`src/rtl/qosc_sequencer_if.sv`:
```
// rtl/qosc_sequencer_if.sv - register write port and sample handshake bundle for qosc_sequencer
interface qosc_sequencer_if;
    logic        wr_en;
    logic [3:0]  wr_addr;
    logic [7:0]  wr_data;
    logic [15:0] sample_re;
    logic [15:0] sample_im;
    logic        sample_valid;
    logic        sample_ready;

    modport master (
        output wr_en, wr_addr, wr_data, sample_ready,
        input  sample_re, sample_im, sample_valid
    );

    modport slave (
        input  wr_en, wr_addr, wr_data, sample_ready,
        output sample_re, sample_im, sample_valid
    );
endinterface

```
`src/rtl/qosc_sequencer.sv`:
```
// rtl/qosc_sequencer.sv - oscillator preload, step pacing, atomic coefficient commit and sample capture
module qosc_sequencer (
    input  logic                clk,
    input  logic                rst_n,
    qosc_sequencer_if.slave     bus,
    output logic [15:0]         osc_re_coeff,
    output logic [15:0]         osc_im_coeff,
    output logic [15:0]         osc_power,
    output logic [15:0]         osc_re_init,
    output logic [15:0]         osc_im_init,
    output logic                osc_load,
    output logic                osc_step,
    input  logic [15:0]         osc_re,
    input  logic [15:0]         osc_im,
    output logic                running,
    output logic [7:0]          overflow_cnt
);
    typedef enum logic [1:0] {IDLE, LOAD, RUN} state_t;

    state_t      state;
    logic [15:0] stg_re, stg_im, stg_pw, stg_ire, stg_iim, stg_d;
    logic [15:0] d_act;
    logic [15:0] cnt;
    logic        commit_pending;
    logic        cap_pend;

    logic ctl_wr, start_wr, stop_wr, commit_wr, clear_wr, coeff_load;

    // Control register strobes; stop masks a simultaneous start
    assign ctl_wr    = bus.wr_en && (bus.wr_addr == 4'hC);
    assign stop_wr   = ctl_wr && bus.wr_data[1];
    assign start_wr  = ctl_wr && bus.wr_data[0] && !bus.wr_data[1];
    assign commit_wr = ctl_wr && bus.wr_data[2];
    assign clear_wr  = ctl_wr && bus.wr_data[3];

    // Coefficients move on start, an immediate commit outside RUN, or the end of a step with a commit armed
    assign coeff_load = start_wr || (commit_wr && (state != RUN)) || (commit_pending && osc_step);

    // Staging registers written byte-wise, little-endian pairs
    always_ff @(posedge clk or negedge rst_n) begin
        if (!rst_n) begin
            stg_re  <= '0;
            stg_im  <= '0;
            stg_pw  <= '0;
            stg_ire <= '0;
            stg_iim <= '0;
            stg_d   <= '0;
        end else if (bus.wr_en) begin
            case (bus.wr_addr)
                4'h0: stg_re[7:0]   <= bus.wr_data;
                4'h1: stg_re[15:8]  <= bus.wr_data;
                4'h2: stg_im[7:0]   <= bus.wr_data;
                4'h3: stg_im[15:8]  <= bus.wr_data;
                4'h4: stg_pw[7:0]   <= bus.wr_data;
                4'h5: stg_pw[15:8]  <= bus.wr_data;
                4'h6: stg_ire[7:0]  <= bus.wr_data;
                4'h7: stg_ire[15:8] <= bus.wr_data;
                4'h8: stg_iim[7:0]  <= bus.wr_data;
                4'h9: stg_iim[15:8] <= bus.wr_data;
                4'hA: stg_d[7:0]    <= bus.wr_data;
                4'hB: stg_d[15:8]   <= bus.wr_data;
                default: ;
            endcase
        end
    end

    // Active coefficient, preload and divider registers
    always_ff @(posedge clk or negedge rst_n) begin
        if (!rst_n) begin
            osc_re_coeff <= '0;
            osc_im_coeff <= '0;
            osc_power    <= '0;
            osc_re_init  <= '0;
            osc_im_init  <= '0;
            d_act        <= '0;
        end else begin
            if (coeff_load) begin
                osc_re_coeff <= stg_re;
                osc_im_coeff <= stg_im;
                osc_power    <= stg_pw;
            end
            if (start_wr) begin
                osc_re_init <= stg_ire;
                osc_im_init <= stg_iim;
                d_act       <= stg_d;
            end
        end
    end

    // Commit arming: a RUN-time commit waits for the next step to finish; start discards it
    always_ff @(posedge clk or negedge rst_n) begin
        if (!rst_n) begin
            commit_pending <= 1'b0;
        end else if (start_wr) begin
            commit_pending <= 1'b0;
        end else if (commit_wr && (state == RUN)) begin
            commit_pending <= 1'b1;
        end else if (commit_pending && osc_step) begin
            commit_pending <= 1'b0;
        end
    end

    // Sequencer FSM with registered load/step/running outputs
    always_ff @(posedge clk or negedge rst_n) begin
        if (!rst_n) begin
            state    <= IDLE;
            cnt      <= '0;
            osc_load <= 1'b0;
            osc_step <= 1'b0;
            running  <= 1'b0;
        end else if (stop_wr) begin
            state    <= IDLE;
            osc_load <= 1'b0;
            osc_step <= 1'b0;
            running  <= 1'b0;
        end else if (start_wr) begin
            state    <= LOAD;
            osc_load <= 1'b1;
            osc_step <= 1'b0;
            running  <= 1'b1;
        end else begin
            case (state)
                IDLE: begin
                    osc_load <= 1'b0;
                    osc_step <= 1'b0;
                    running  <= 1'b0;
                end
                LOAD: begin
                    state    <= RUN;
                    osc_load <= 1'b0;
                    cnt      <= d_act;
                    osc_step <= (d_act == 16'd0);
                end
                RUN: begin
                    if (cnt == 16'd0) begin
                        cnt      <= d_act;
                        osc_step <= (d_act == 16'd0);
                    end else begin
                        cnt      <= cnt - 16'd1;
                        osc_step <= (cnt == 16'd1);
                    end
                end
                default: begin
                    state    <= IDLE;
                    osc_load <= 1'b0;
                    osc_step <= 1'b0;
                    running  <= 1'b0;
                end
            endcase
        end
    end

    // Sample capture one cycle after each step, with drop counting under backpressure
    always_ff @(posedge clk or negedge rst_n) begin
        if (!rst_n) begin
            cap_pend         <= 1'b0;
            bus.sample_re    <= '0;
            bus.sample_im    <= '0;
            bus.sample_valid <= 1'b0;
            overflow_cnt     <= '0;
        end else begin
            cap_pend <= osc_step;
            if (cap_pend) begin
                if (!bus.sample_valid || bus.sample_ready) begin
                    bus.sample_re    <= osc_re;
                    bus.sample_im    <= osc_im;
                    bus.sample_valid <= 1'b1;
                end else if (overflow_cnt != 8'hFF) begin
                    overflow_cnt <= overflow_cnt + 8'd1;
                end
            end else if (bus.sample_valid && bus.sample_ready) begin
                bus.sample_valid <= 1'b0;
            end
            if (clear_wr) begin
                overflow_cnt <= '0;
            end
        end
    end
endmodule

```
`src/flat_wrapper.sv`:
```
// flat-port wrapper written by rule: the top's interface ports become plain ports
module qosc_sequencer_flat 
  (clk, rst_n, osc_re_coeff, osc_im_coeff, osc_power, osc_re_init, osc_im_init, osc_load, osc_step, osc_re, osc_im, running, overflow_cnt, bus_wr_en, bus_wr_addr, bus_wr_data, bus_sample_ready, bus_sample_re, bus_sample_im, bus_sample_valid);
  qosc_sequencer_if bus_i ();
  input  logic clk;
  input  logic rst_n;
  output logic [15:0] osc_re_coeff;
  output logic [15:0] osc_im_coeff;
  output logic [15:0] osc_power;
  output logic [15:0] osc_re_init;
  output logic [15:0] osc_im_init;
  output logic osc_load;
  output logic osc_step;
  input  logic [15:0] osc_re;
  input  logic [15:0] osc_im;
  output logic running;
  output logic [7:0] overflow_cnt;
  input wire logic [$bits(bus_i.wr_en)-1:0] bus_wr_en;
  input wire logic [$bits(bus_i.wr_addr)-1:0] bus_wr_addr;
  input wire logic [$bits(bus_i.wr_data)-1:0] bus_wr_data;
  input wire logic [$bits(bus_i.sample_ready)-1:0] bus_sample_ready;
  output wire logic [$bits(bus_i.sample_re)-1:0] bus_sample_re;
  output wire logic [$bits(bus_i.sample_im)-1:0] bus_sample_im;
  output wire logic [$bits(bus_i.sample_valid)-1:0] bus_sample_valid;
  assign bus_i.wr_en = bus_wr_en;
  assign bus_i.wr_addr = bus_wr_addr;
  assign bus_i.wr_data = bus_wr_data;
  assign bus_i.sample_ready = bus_sample_ready;
  assign bus_sample_re = bus_i.sample_re;
  assign bus_sample_im = bus_i.sample_im;
  assign bus_sample_valid = bus_i.sample_valid;
  qosc_sequencer u_core (.clk(clk), .rst_n(rst_n), .bus(bus_i), .osc_re_coeff(osc_re_coeff), .osc_im_coeff(osc_im_coeff), .osc_power(osc_power), .osc_re_init(osc_re_init), .osc_im_init(osc_im_init), .osc_load(osc_load), .osc_step(osc_step), .osc_re(osc_re), .osc_im(osc_im), .running(running), .overflow_cnt(overflow_cnt));
endmodule
```
`config.mk`:
```
export PLATFORM = sky130hd
export DESIGN_NAME = qosc_sequencer_flat
export DESIGN_NICKNAME = d
export VERILOG_FILES = /design/src/rtl/qosc_sequencer_if.sv /design/src/rtl/qosc_sequencer.sv /design/src/flat_wrapper.sv
export SDC_FILE = /design/constraint.sdc
export NUM_CORES = 1
export LEC_CHECK = 0
export CORE_MARGIN = 1.5
export CORE_UTILIZATION = 53
export CTS_CLUSTER_SIZE = 14
export DETAILED_ROUTE_END_ITERATION = 16
export GPL_TIMING_DRIVEN = 0
export HOLD_SLACK_MARGIN = 0.02
export PLACE_DENSITY = 0.8
export SLEW_MARGIN = 20
export SYNTH_ARGS = -nofsm -noshare
export SYNTH_HDL_FRONTEND = slang
export SYNTH_SLANG_ARGS = --single-unit
```
`constraint.sdc`:
```
create_clock -name clk -period 2.7 [get_ports clk]
set_input_delay 0.27 -clock clk [delete_from_list [all_inputs] [get_ports clk]]
set_output_delay 0.27 -clock clk [all_outputs]
set_load 0.02 [all_outputs]
```
==> flow_summary.yaml, run 1 <==
status:
  status: "completed"
cts:
  cts_buffers: 26
  cts-root-buf: "clkbuf_16"
  clockBufferDepth: 3
  cts-resized-gates: 0
  htreeDepth: 1
  cts.sinks: 256
  clk_pin_slew_ns: 0.06
  cts_tree: "built"
  clock_latency_ns: 0.52
  post-cts-setup-buffers: 0
floorplanning:
  core_sq_um: 18800
  rows: 50
  die-area_sq_um: 20200
  die_x_um: 142
  start_util_pct: 54.5
  pin_count: 172
  die_h_um: 142
setup_path:
  worst_setup_path_end_kind: "register"
  ff2ff_path_depth: 8
  cp.arrival_ns: 2.75
  critPathLaunchType: "register"
  crit_fanout: 10
  required_ns: 3.09
  critical_path_class: "register to register"
logic_synthesis:
  avgSynthCellArea_sq_um: 14.1
  synth-edff-count: 0
  synth-async-reset-ratio_pct: 100
  synth.ff_latch_count: 256
  synth_cell_types: 50
  yosysTopAreaCell: "dfrtp_1"
  netlist_top_cells_count: "dfrtp_1 (256), mux2_2 (211), nand2_1 (34)"
  syn_area_sq_um: 10300
  synthFlopType: "dfrtp_1"
  syn-instance-count: 727
  seq_area_frac_synth_pct: 62.4
  synth.most_common_cell: "dfrtp_1"
  yosys-top-cells-area: "dfrtp_1 (62%), mux2_2 (23%), o21ai_0 (1.4%)"
  synth_top_area_share_pct: 62.4
  syn_nets: 782
  yosys_warnings: 0
place:
  placed_cells: 1157
  post-dp-hpwl_mm: 14.5
  port_buffers: 168
  gp_congestion: 0.845
  place_ws_ns: -0.0578
routing:
  dr.pass1.iters: 5
  ant_nets: 0
  vias: 6671
  drc_errors: 0
  drt-total-wl_mm: 22.1
  viasPerCell: 5.54
  first_iter_violations: 481
  wl_per_cell_um: 18.4
timing:
  period_share_pct: 87.6
  relSlewSlack_pct: 47.2
  tightestPinTransition_ns: 0.791
  fin_skew_ns: 0.00574
  setup-violations-final: 0
  fin_tns_setup_ns: 0
  setup_ws_ns: 0.335
  fin_crit_ns: 2.37
  rsz0062_at_grt: "no"
  hold-worst-slack_ns: 0.271
  fmax_ghz: 0.423
  slew_violations: 0
  hold_violations: 0
worst_hold_path:
  min-delay-path-class: "primary input to asynchronous set/reset pin"
pwr:
  power.leakage_nw: 5.87
  vdd_drop_max_mv: 0.686
  power_density_nw_per_um2: 963
global_routing:
  grt_usage_pct: 22.5
  grt_pass1_wl_mm: 35.9
  antenna_found_initial: 0
  grt-ovfl-total: 0
  grt_pass1_vias: 6778
  grt_max_degree: 99
finish:
  final_nets: 981
  final_layout_size_suffix_gt1_share_pct: 29.4
  syn_to_final_growth_pct: 29.0
  num_antenna_cells: 0
  fin_cells: 1204
job:
  max_cap_viol_count: 0
[worst max-delay path: stages, from the launching register on]
cell,delay [ns]
dfrtp_1,0.41
inv_1,0.13
ha_1,0.20
or3b_2,0.50
o41ai_4,0.50
buf_6,0.23
a21oi_1,0.06
o21ai_1,0.12
o21ai_1,0.07
[through the flow]
step	util [%]	power [mW]	instance area, sq um
2_1_floorplan	-	7.41	10300
3_3_place_gp	65.2	8.95	12300
3_5_place_dp	65.5	9.06	12300
4_1_cts	70.3	12.8	13200
5_1_grt	70.3	13.4	13200
6_report	70.3	12.7	13200
[per-layer routing]
layer  vias to the layer above  track usage, %  routed length (um)
met5                         -               0                   0
met4                         0            5.70                 380
met3                        37            6.46                1870
met2                       215            37.3               10600
met1                      3393            29.3                9330
li1                       3026               -                   -
[layout make-up]
type	count	area, sq um
Multi-Input combinational cell	428	3660
Clock buffer	38	757
Sequential cell	256	6410
Tap cell	260	325
Buffer	31	160
Inverter	12	45.0
Timing Repair Buffer	171	1750
Fill cell	1247	5590
Clock inverter	8	140
[cells in the final DEF, fill, tap and decap left out, types with 5 or more instances in the layout]
| cell | netlist | layout |
|---|---|---|
| o21ai_1 | 8 | 8 |
| inv_1 | 12 | 12 |
| o21ai_0 | 28 | 28 |
| buf_2 | 8 | 8 |
| ha_1 | 7 | 7 |
| mux2_2 | 211 | 211 |
| clkdlybuf4s50_1 | 0 | 167 |
| nor3_1 | 6 | 6 |
| dfrtp_1 | 256 | 256 |
| nand4_1 | 6 | 6 |
| clkbuf_1 | 14 | 21 |
| clkbuf_16 | 0 | 27 |
| nor4_1 | 10 | 10 |
| nand2_1 | 34 | 34 |
| nand3_1 | 16 | 16 |
| a21oi_1 | 19 | 19 |
| nor2_1 | 26 | 26 |
| o22ai_1 | 5 | 5 |
[power breakdown]
part	leakage (nW)	internal, mW	total [mW]	switching (mW)
sequential	3.27	4.83	5.42	0.600
combinational	2.15	1.85	3.59	1.75
clock	0.442	2.31	3.73	1.42
total	5.87	8.98	12.7	3.76
[timing repair]
item / in CTS / in global routing
hold buffers: 1 / 0
endpoints found under the setup margin: 0 / 0
hold endpoints to repair: 63 / 0
[cell families (layout without fill, tap and decap cells)]
| group | Yosys count | count (layout) | share of synthesized area [%] |
|---|---|---|---|
| AOI/OAI and AO/OA | 80 | 80 | 4.87 |
| adders and majority gates | 7 | 7 | 0.853 |
| muxes | 213 | 213 | 23.3 |
| xor gates and xnor gates | 5 | 5 | 0.426 |
| DFF | 256 | 256 | 62.4 |
| and+or+nand+nor | 123 | 123 | 6.12 |
| buffers and inverters | 43 | 260 | 2.00 |
[final timing paths]
path	start	end	slack [ns]
max in group asynchronous	rst_n	u_core.osc_im_coeff[6]	1.17
worst max-delay path	u_core.cnt[0]	u_core.cnt[13]	0.33
worst min-delay path	rst_n	u_core.bus.sample_re[9]	0.27
min in group clk	bus_wr_addr[1]	u_core.stg_pw[15]	0.33
worst min register to register	u_core.stg_iim[2]	u_core.stg_iim[2]	0.48
worst max register to register	u_core.cnt[0]	u_core.cnt[13]	0.33
[registers in the layout, summed over array words and instances, names as in the netlist]
register,cells
u_core.cap_pend,1
u_core.stg_im,16
u_core.stg_ire,16
u_core.bus.sample_re,16
u_core.osc_re_init,16
u_core.bus.sample_valid,1
u_core.commit_pending,1
u_core.stg_re,16
u_core.d_act,16
u_core.osc_power,16
u_core.osc_load,1
u_core.cnt,16
u_core.overflow_cnt,8
u_core.running,1
u_core.osc_im_init,16
u_core.osc_re_coeff,16
u_core.osc_im_coeff,16
u_core.osc_step,1
u_core.stg_d,16
u_core.bus.sample_im,16
u_core.stg_pw,16
u_core.state,2
u_core.stg_iim,16
Note: power is estimated with default switching activity, not from simulation.
==> inputs of run 2 (changes only) <==
--- a/config.mk
+++ b/config.mk
@@ -6,12 +6,13 @@
 export NUM_CORES = 1
 export LEC_CHECK = 0
 export CORE_MARGIN = 1.5
-export CORE_UTILIZATION = 53
+export CORE_UTILIZATION = 57
+export CTS_BUF_LIST = sky130_fd_sc_hd__clkbuf_8 sky130_fd_sc_hd__clkbuf_16
 export CTS_CLUSTER_SIZE = 14
 export DETAILED_ROUTE_END_ITERATION = 16
 export GPL_TIMING_DRIVEN = 0
 export HOLD_SLACK_MARGIN = 0.02
-export PLACE_DENSITY = 0.8
+export PLACE_DENSITY = 0.85
 export SLEW_MARGIN = 20
 export SYNTH_ARGS = -nofsm -noshare
 export SYNTH_HDL_FRONTEND = slang
==> constraint.sdc (replaced) <==
create_clock -name clk -period 2.99 [get_ports clk]
set_input_delay 0.299 -clock clk [delete_from_list [all_inputs] [get_ports clk]]
set_output_delay 0.299 -clock clk [all_outputs]
set_load 0.02 [all_outputs]
==> run 2 against run 1 <==
Net effect:
- utilization grew 5.0 points
- final cell count is 3.2% lower
- clock skew is 0.0016 ns higher
- largest cell class unchanged
- non-clock buffer count unchanged
- total power is 10% lower
==> flow_summary.yaml, run 2 (synthesized netlist as in run 1, its figures left out) <==
global_routing:
  grt_pass1_vias: 7005
  grt-ovfl-total: 0
  grt_pass1_wl_mm: 37.2
  grt_max_degree: 104
  grt_usage_pct: 25.6
  antenna_found_initial: 0
routing:
  met1_length_mm: 9.48
  dr_wl_met3_mm: 1.94
  viasPerCell: 5.83
  ant_nets: 0
  first_iter_violations: 400
  drt-total-wl_mm: 23.7
  vias: 6793
  wl_per_cell_um: 20.3
  drc_errors: 0
  dr.pass1.iters: 5
  highest_layer: "met4"
  met2_wirelength_mm: 11.8
timing:
  rsz0062_at_grt: "no"
  slew_violations: 0
  hold_violations: 0
  setup-violations-final: 0
  tightestPinTransition_ns: 0.872
  fin_skew_ns: 0.00734
  relSlewSlack_pct: 41.7
  fin_crit_ns: 2.46
  period_share_pct: 82.2
  setup_ws_ns: 0.532
  fmax_ghz: 0.407
cts:
  clockBufferDepth: 3
  cts.sinks: 256
  cts_buffers: 25
  clk_pin_slew_ns: 0.06
  hold_buffers: 1
  cts-resized-gates: 0
  clock_latency_ns: 0.53
  htreeDepth: 1
  cts-root-buf: "clkbuf_16"
  cts_tree: "built"
  post-cts-setup-buffers: 0
finish:
  final_cell_mix: "dfrtp_1 (256), mux2_2 (211), clkdlybuf4s50_1 (167)"
  syn_to_final_growth_pct: 28.3
  multi_input_area_sq_um: 3660
  final_layout_size_suffix_gt1_share_pct: 29.6
  regArea_sq_um: 6410
  fillCellCount: 1047
  layout_commonest_cell: "dfrtp_1"
  num_antenna_cells: 0
  fin_util_pct: 75.4
  final_nets: 980
  stdcell_area_sq_um: 13200
pwr:
  power_density_nw_per_um2: 871
  vdd_drop_max_mv: 0.773
  power.leakage_nw: 5.86
floorplanning:
  die-area_sq_um: 18800
  core_sq_um: 17500
  die_h_um: 137
  start_util_pct: 58.7
  pin_count: 172
  rows: 48
  die_x_um: 137
setup_path:
  critical_path_class: "register to register"
  required_ns: 3.38
  critPathMaxStageDelay_ns: 0.54
  ff2ff_setup_slack_ns: 0.53
  cp_slowest_cell: "o41ai_4"
  critPathLaunchType: "register"
  crit_top_cell: "o21ai_1"
  crit_fanout: 10
  cp.arrival_ns: 2.85
  worst_setup_path_end_kind: "register"
  crit_chain: "inv_1, ha_1, or3b_2, o41ai_4, buf_6, a21oi_1, o21ai_1, o21ai_1"
place:
  post-dp-hpwl_mm: 15.2
  port_buffers: 168
  place_ws_ns: 0.168
  postPlaceCellArea_sq_um: 12300
  gp_congestion: 0.847
worst_hold_path:
  min-delay-path-class: "primary input to asynchronous set/reset pin"
status:
  status: "completed"
job:
  max_cap_viol_count: 0
[run 2: cell types whose count changed in the layout (fill, tap and decap cells not counted)]
| cell | previous run | this run |
|---|---|---|
| bufinv_16 | 4 | 3 |
| clkinvlp_4 | 0 | 1 |
| clkinv_2 | 4 | 1 |
| clkbuf_1 | 21 | 14 |
| inv_16 | 0 | 1 |
| inv_1 | 12 | 15 |
| clkbuf_8 | 4 | 8 |
| clkbuf_16 | 27 | 25 |
[run 2: where the power goes]
part,total (mW),internal [mW],switching (mW)
logic,3.28,1.67,1.61
clock network,3.27,1.98,1.29
registers,4.92,4.36,0.564
[run 2: final timing paths]
path | cells after the start | startpoint | endpoint
max | 8 | u_core.cnt[0] | u_core.cnt[13]
min | 2 | rst_n | u_core.bus.sample_re[10]
max reg2reg | 8 | u_core.cnt[0] | u_core.cnt[13]
min reg2reg | 2 | u_core.stg_im[2] | u_core.stg_im[2]
max in group asynchronous | 4 | rst_n | u_core.stg_pw[0]
min in group clk | 2 | bus_wr_data[1] | u_core.stg_d[1]
[run 2: per-layer routing]
| layer | track usage, % | vias to the layer above |
|---|---|---|
| li1 | - | 3008 |
| met1 | 32.6 | 3494 |
| met2 | 43.6 | 247 |
| met3 | 6.81 | 44 |
| met4 | 6.73 | 0 |
| met5 | 0 | - |
[run 2: critical path, delay by kind of cell, from the launching register on]
| kind | cells | cell delay (ns) |
|---|---|---|
| buffers and inverters | 2 | 0.37 |
| adders and majority gates | 1 | 0.24 |
| and+or+nand+nor | 1 | 0.51 |
| DFF | 1 | 0.42 |
| AOI/OAI and AO/OA | 4 | 0.79 |
[run 2: cell type report]
| class | count | area share [%] |
|---|---|---|
| flip-flops and latches | 256 | 48.6 |
| well taps | 225 | 2.14 |
| plain buffers | 31 | 1.22 |
| multi-input cells | 428 | 27.8 |
| inverters | 12 | 0.342 |
| repair buffers | 171 | 13.3 |
| clock inverters | 9 | 1.02 |
| clock buffers | 33 | 5.59 |
[run 2: stage by stage]
| stage | total power [mW] | hold slack [ns] | setup TNS [ns] | instances |
|---|---|---|---|---|
| finish | 11.5 | 0.326 | 0 | 1165 |
| global route | 12.0 | 0.376 | 0 | 1165 |
| CTS | 11.5 | 0.335 | 0 | 1165 |
| detailed placement | 8.21 | 0.291 | 0 | 1122 |
| global placement | 8.08 | 0.456 | -2291.53 | 1120 |
| floorplan | 6.69 | 0.00341 | 0 | 727 |
